[config.mk]
export PLATFORM = sky130hd
export DESIGN_NAME = cordic_ci_controller
export DESIGN_NICKNAME = d
export VERILOG_FILES = /design/src/rtl/cordic_ci_pkg.sv /design/src/rtl/settle_timer.sv /design/src/rtl/cordic_ci_controller.sv
export SDC_FILE = /design/constraint.sdc
export NUM_CORES = 1
export LEC_CHECK = 0
export CAP_MARGIN = 0
export CORE_ASPECT_RATIO = 0.8
export CORE_MARGIN = 1
export CORE_UTILIZATION = 44
export DETAILED_ROUTE_END_ITERATION = 8
export GPL_TIMING_DRIVEN = 0
export MAX_ROUTING_LAYER = met4
export PLACE_DENSITY = 0.86
export SLEW_MARGIN = 20
export SYNTH_ARGS = -nofsm -noshare
export SYNTH_HDL_FRONTEND = slang
export SYNTH_SLANG_ARGS = --single-unit
[constraint.sdc]
create_clock -name clk -period 4.4 [get_ports clk]
set_input_delay 0.88 -clock clk [delete_from_list [all_inputs] [get_ports clk]]
set_output_delay 0.88 -clock clk [all_outputs]
set_load 0.02 [all_outputs]
[src/rtl/cordic_ci_pkg.sv]
// Shared types and constants for the CORDIC cosine custom-instruction controller.
package cordic_ci_pkg;

  typedef enum logic [1:0] {
    ST_IDLE    = 2'd0,
    ST_SETTLE  = 2'd1,
    ST_CAPTURE = 2'd2,
    ST_DONE    = 2'd3
  } ci_state_t;

  localparam int          DEFAULT_SETTLE_CYCLES = 4;
  localparam logic [31:0] FP_ONE                = 32'h3F800000;

endpackage

[src/rtl/settle_timer.sv]
// Loadable down-counter that stops at zero; zero flags the end of the settle window.
module settle_timer #(
  parameter int CNT_W = 3
) (
  input  logic             clk,
  input  logic             reset_n,
  input  logic             load,
  input  logic [CNT_W-1:0] load_value,
  input  logic             en,
  output logic             zero
);

  logic [CNT_W-1:0] cnt_q, cnt_d;

  always_comb begin
    cnt_d = cnt_q;
    if (load) begin
      cnt_d = load_value;
    end else if (en && (cnt_q != '0)) begin
      cnt_d = cnt_q - CNT_W'(1);
    end
  end

  always_ff @(posedge clk or negedge reset_n) begin
    if (!reset_n) begin
      cnt_q <= '0;
    end else begin
      cnt_q <= cnt_d;
    end
  end

  assign zero = (cnt_q == '0);

endmodule

[src/rtl/cordic_ci_controller.sv]
// Holds the angle on cos_angle for SETTLE_CYCLES, then samples cos_result and pulses done.
// Optional repeat-angle short-cut enabled by defining CORDIC_RESULT_CACHE_EN.
module cordic_ci_controller
  import cordic_ci_pkg::*;
#(
  parameter int SETTLE_CYCLES = DEFAULT_SETTLE_CYCLES,
  parameter int CNT_W         = $clog2(SETTLE_CYCLES + 1)
) (
  input  logic        clk,
  input  logic        reset_n,
  input  logic        clk_en,
  input  logic        start,
  input  logic [31:0] dataa,
  output logic [31:0] result,
  output logic        done,
  output logic        busy,
  output logic [31:0] cos_angle,
  input  logic [31:0] cos_result
);

  ci_state_t   state_q, state_d;
  logic [31:0] angle_q, angle_d;
  logic [31:0] result_q, result_d;
  logic        done_q, done_d;
  logic        tmr_load, tmr_en, tmr_zero;

`ifdef CORDIC_RESULT_CACHE_EN
  logic [31:0] last_angle_q, last_angle_d;
  logic        cache_valid_q, cache_valid_d;
  logic        hit_q, hit_d;
`endif

  settle_timer #(.CNT_W(CNT_W)) u_settle_timer (
    .clk        (clk),
    .reset_n    (reset_n),
    .load       (tmr_load),
    .load_value (CNT_W'(SETTLE_CYCLES - 1)),
    .en         (tmr_en),
    .zero       (tmr_zero)
  );

  always_comb begin
    state_d  = state_q;
    angle_d  = angle_q;
    result_d = result_q;
    done_d   = done_q;
    tmr_load = 1'b0;
    tmr_en   = 1'b0;
`ifdef CORDIC_RESULT_CACHE_EN
    last_angle_d  = last_angle_q;
    cache_valid_d = cache_valid_q;
    hit_d         = hit_q;
`endif
    // With clk_en low everything holds, including an asserted done.
    if (clk_en) begin
      done_d = 1'b0;
      case (state_q)
        ST_IDLE, ST_DONE: begin
          if (start) begin
            angle_d  = dataa;
            tmr_load = 1'b1;
            state_d  = ST_SETTLE;
`ifdef CORDIC_RESULT_CACHE_EN
            hit_d = cache_valid_q && (dataa == last_angle_q);
            if (cache_valid_q && (dataa == last_angle_q)) begin
              state_d = ST_CAPTURE;
            end
`endif
          end else begin
            state_d = ST_IDLE;
          end
        end
        ST_SETTLE: begin
          tmr_en = 1'b1;
          if (tmr_zero) begin
            state_d = ST_CAPTURE;
          end
        end
        ST_CAPTURE: begin
          result_d = cos_result;
          done_d   = 1'b1;
          state_d  = ST_DONE;
`ifdef CORDIC_RESULT_CACHE_EN
          if (hit_q) begin
            result_d = result_q;
          end
          last_angle_d  = angle_q;
          cache_valid_d = 1'b1;
`endif
        end
        default: state_d = ST_IDLE;
      endcase
    end
  end

  always_ff @(posedge clk or negedge reset_n) begin
    if (!reset_n) begin
      state_q  <= ST_IDLE;
      angle_q  <= '0;
      result_q <= '0;
      done_q   <= 1'b0;
    end else begin
      state_q  <= state_d;
      angle_q  <= angle_d;
      result_q <= result_d;
      done_q   <= done_d;
    end
  end

`ifdef CORDIC_RESULT_CACHE_EN
  always_ff @(posedge clk or negedge reset_n) begin
    if (!reset_n) begin
      last_angle_q  <= '0;
      cache_valid_q <= 1'b0;
      hit_q         <= 1'b0;
    end else begin
      last_angle_q  <= last_angle_d;
      cache_valid_q <= cache_valid_d;
      hit_q         <= hit_d;
    end
  end
`endif

  assign cos_angle = angle_q;
  assign result    = result_q;
  assign done      = done_q;
  assign busy      = (state_q == ST_SETTLE) || (state_q == ST_CAPTURE);

endmodule
### Word level (Yosys, flattened, before mapping)

Index checks and enable logic that the tools add are counted.

| operators by class | value |
|---|---|
| $add $sub $neg | 1 |
| equality and inequality tests | 4 |
| reduce and logical (&&, ||, !) cells | 10 |
| mux-type cells | 11 |

Operators with widths:

| cell | count |
|---|---|
| two-way mux 1 bit | 7 |
| two-way mux 3 bit | 2 |
| case mux 2 bit (3 select lines) | 1 |
| == test 2 bit, second input constant | 2 |
| AND reduction 2 bit | 2 |
| logical NOT 3 bit | 1 |
| AND reduction 3 bit | 1 |
| nonzero test 3 bit | 1 |
| subtractor 3 x 1 -> 3 bit, second input constant | 1 |
| == test 2 x 1 -> 1 bit, second input constant | 1 |
| logical NOT 2 bit | 1 |
| two-way mux 2 bit | 1 |
| inequality test 2 bit, second input constant | 1 |
| nonzero test 2 bit | 1 |
| OR reduction 2 bit | 1 |
| logical AND 1 bit | 1 |
| logical OR 1 bit | 1 |

| word-level totals | value |
|---|---|
| bits of input ports | 68 |
| register bits after elaboration | 70 |
| output and inout bits | 66 |

### Logic depth before layout (Yosys ltp)

| logic depth | value |
|---|---|
| word-level depth | 6 |
| mapped depth | 5 |

### By module

From an unflattened synthesis, not the netlist that was laid out.

| unflattened totals | value |
|---|---|
| cells, all modules | 174 |
| area total of the unflattened synthesis | 2766.4 µm² |

By module, submodules not included:

| module | instances | cells an instance | area each (µm²) |
|---|---|---|---|
| cordic_ci_controller | 1 | 155 | 2576.2 |
| settle_timer | 1 | 19 | 190.2 |

### Worst setup path before layout

OpenSTA, ideal clock, no wires.

| timing | value |
|---|---|
| path kind | register to output |
| from | register state_q[0] |
| to | output busy |
| path slack | 2.619 ns |
| path buffers | 0 |
| required time | 3.520 ns |
| data arrival time | 0.901 ns |
| stages on the path, launching flop included | 4 |
| cell sequence | dfrtp_1 > inv_1 > ha_1 > inv_1 |

| on the way | value |
|---|---|
| longest elaborated chain between the ends | 2 |

RTL lines:

| what | RTL line | text |
|---|---|---|
| start: declaration | cordic_ci_controller.sv:21 | `ci_state_t state_q, state_d;` |
| start signal: assignment | cordic_ci_controller.sv:103 | `state_q <= state_d;` |
| == test 2 x 1 -> 1 bit or == test 2 bit (tied branches) | cordic_ci_controller.sv:127 | `assign busy = (state_q == ST_SETTLE) \|\| (state_q == ST_CAPTURE);` |
| logical OR 1 bit * | cordic_ci_controller.sv:127 |  |
| end: declaration | cordic_ci_controller.sv:16 | `output logic busy,` |

Every way passes the cells marked *; elsewhere a longest branch is shown, timed or not.

### Worst setup path after layout

Ends and elaborated chain as after synthesis.

==> impl_results.md <==
- CTS Buffer Depth: 2
- Fmax: 370 MHz
- Sequential share of the synthesized area: 61.4%
- Comb pwr share: 52.7%
- Hold_buf cts: 0
- Register share of total power: 33.4%
- Root buffer cell: clkbuf_8
- CP dominant cell by count: inv_1
- Drt drc: 0
- Final ANT Viol Nets: 0
- Synth-to-Final Area Change: 57.4%
- Final Cell Area: 4490 um2
- Synthesized area per cell: 16.9 um2
- Post-Synthesis Net Count: 241
- CP startpoint kind: flop
- Largest net degree at the start of global routing: 51
- Worst path slowest cell: clkdlybuf4s50_1
- Die ar.: 6810 um2
- Core Footprint: 6070 um2
- Total GRT Usage: 19.6%
- Detailed Route WL: 6100 um
- Post-CTS Resized: 0
- Post-synth EDFFs: 0
- Setup tns final: 0 ns
- Post-CTS Setup Repair Bufs: 0
- Net Sw Frac: 34.4%
- H-Tree Depth: 3
- DR iter-0 viols: 53
- First-pass GRT wire length: 9510 um
- Ordered cell list for the critical path: inv_1 > ha_1 > inv_1 > clkdlybuf4s50_1
- Final Wtd Congestion: 0.669
- Crit share post-route: 61.5%
- Latest clock arrival within the worst-skew pair: 0.33 ns
- CP max FO: 4
- Via count: 1,883
- CP Data Arrival Time: 1.82 ns
- Via density: 4.71
- Floorplan row count: 25
- Leakage: 2.01 nW
- Clock skew: 0.00634 ns
- Yosys warning total: 0
- Clock Sinks: 70
- Number of global-route vias before repair: 1,961
- DP Area: 4310 um2
- Status: completed
- Worst hold-check path type: input port to asynchronous set/reset pin
- Final setup vio count: 0
- PortBufs: 133
- Number of max-cap violations: 0
- Share of cells above drive strength 1: 28.2%
- Post-detail-place hpwl: 4570 um
- Remaining Overflow, GRT: 0
- Sw power: 1.19 mW
- # nets final: 386
- Cell count after synthesis: 169
- Post-synth cell types: 18
- CP peak stage delay: 0.61 ns
- Rel. slew slack: 79.5%
- PwrDens: 768 nW/um2
- Initial antenna violation count: 0
- VDD IR max: 458 uV
- CTS tree: yes
- Critical Path End Type: output pin
- N_diodes: 0
- Die X: 92.0 um
- Clk pin slew, worst setup/hold paths: 0.07 ns
- Required time worst endpoint: 3.52 ns
- Crit Path Category: flop to output pin
- Slew Viols, Final: 0
- Clock power share: 13.9%
- WL/cell: 15.3 um
- Async set-reset flop share out of synthesis: 100%
- Num CTS Buffers: 9
- Ports: 134
- Internal Power: 2.26 mW
- Seq cells post-synth: 70
- Mapped Area: 2850 um2
- Fin. Hold Viols: 0
- Period minus WS final: 2.70 ns
- Initial core utilization: 47.0%
- DR pass1 iterations: 3
- RSZ-0062 raised after global routing: false
- Die height: 74.0 um
- Worst-Margin Slew: 0.303 ns
- Top FF cell, synth: dfrtp_1
[path summary, 6_finish.rpt]
path	start	endpoint	slack, ns	cells after the start
max	state_q[0]$_DFFE_PN0P_	busy	1.70	4
min	reset_n	cos_angle[1]$_DFFE_PN0P_	0.43	1
max reg2reg	state_q[0]$_DFFE_PN0P_	cos_angle[18]$_DFFE_PN0P_	2.79	5
min reg2reg	result[0]$_DFFE_PN0P_	result[0]$_DFFE_PN0P_	0.50	1
max in group asynchronous	reset_n	cos_angle[9]$_DFFE_PN0P_	3.44	2
min in group clk	result[0]$_DFFE_PN0P_	result[0]$_DFFE_PN0P_	0.50	1
[per-layer routing]
layer  vias up  global-route usage (%)  share of wire [%]
li1        874                       -                  -
met5         -                       -                  0
met3        11                    5.93                7.8
met1       896                    23.8                 43
met4         0                    7.29                1.4
met2       102                    31.3                 48
[registers in the layout (all words and copies together) (netlist names)]
register and flops:
u_settle_timer.cnt_q 3, cos_angle 32, done 1, result 32, state_q 2
[layout make-up]
| type | count | area (um2) |
|---|---|---|
| Timing Repair Buffer | 134 | 1360 |
| Sequential cell | 70 | 1750 |
| Buffer | 6 | 70.1 |
| Clock inverter | 5 | 50.0 |
| Fill cell | 389 | 1580 |
| Clock buffer | 11 | 131 |
| Tap cell | 81 | 101 |
| Inverter | 8 | 30.0 |
| Multi-Input combinational cell | 85 | 1000 |
[power groups by stage]
stage	combinational, mW	clock, mW	sequential [mW]
after floorplan	0.631	0	1.52
after global placement	1.80	0	1.14
after detailed placement	1.84	0	1.15
after CTS	1.84	0.494	1.15
after global routing	1.91	0.529	1.19
final	1.82	0.478	1.15
[cell families after synthesis]
group                      count (synthesis)  share of synthesized area [%]
adders and majority gates                  4                           1.75
DFF                                       70                           61.4
buffers and inverters                     14                           3.51
muxes                                     67                           29.9
AOI/OAI and AO/OA                          7                           1.53
and+or+nand+nor                            7                           1.97
[through the flow]
stage	utilization [%]	cells	power [mW]	setup slack [ns]	hold slack (ns)
2_1_floorplan	-	169	2.15	2.62	0.498
3_3_place_gp	70.6	383	2.94	0.108	0.486
3_5_place_dp	71.1	384	2.99	2.00	0.492
4_1_cts	74.0	400	3.49	1.66	0.415
5_1_grt	74.0	400	3.64	1.60	0.423
6_report	74.0	400	3.45	1.70	0.431
[worst max-delay path: cells and delay by family, from the launching register on]
family / cells / cell delay, ns
adder cells (fa/ha/maj): 1 / 0.38
flip-flops: 1 / 0.35
buffers and inverters: 3 / 0.77
[layout by cell type (no fill, tap or decap), types with 3 or more instances in the layout]
cell	n
clkdlybuf4s50_1	132
dfrtp_1	70
mux2_2	37
mux2_4	27
clkbuf_8	10
inv_1	8
buf_6	5
o21ai_0	4
ha_1	4
clkinv_2	4
mux2i_1	3
[synth_stat cells (2+ instances only)]
cell	count	area (um2)
dfrtp_1	70	1750
inv_1	8	30.0
mux2_4	27	405
nand2_2	2	12.5
mux2_2	37	417
o21ai_0	4	20.0
buf_6	5	56.3
mux2i_1	3	30.0
ha_1	4	50.1
No activity file was read; power rests on OpenSTA's default activity.
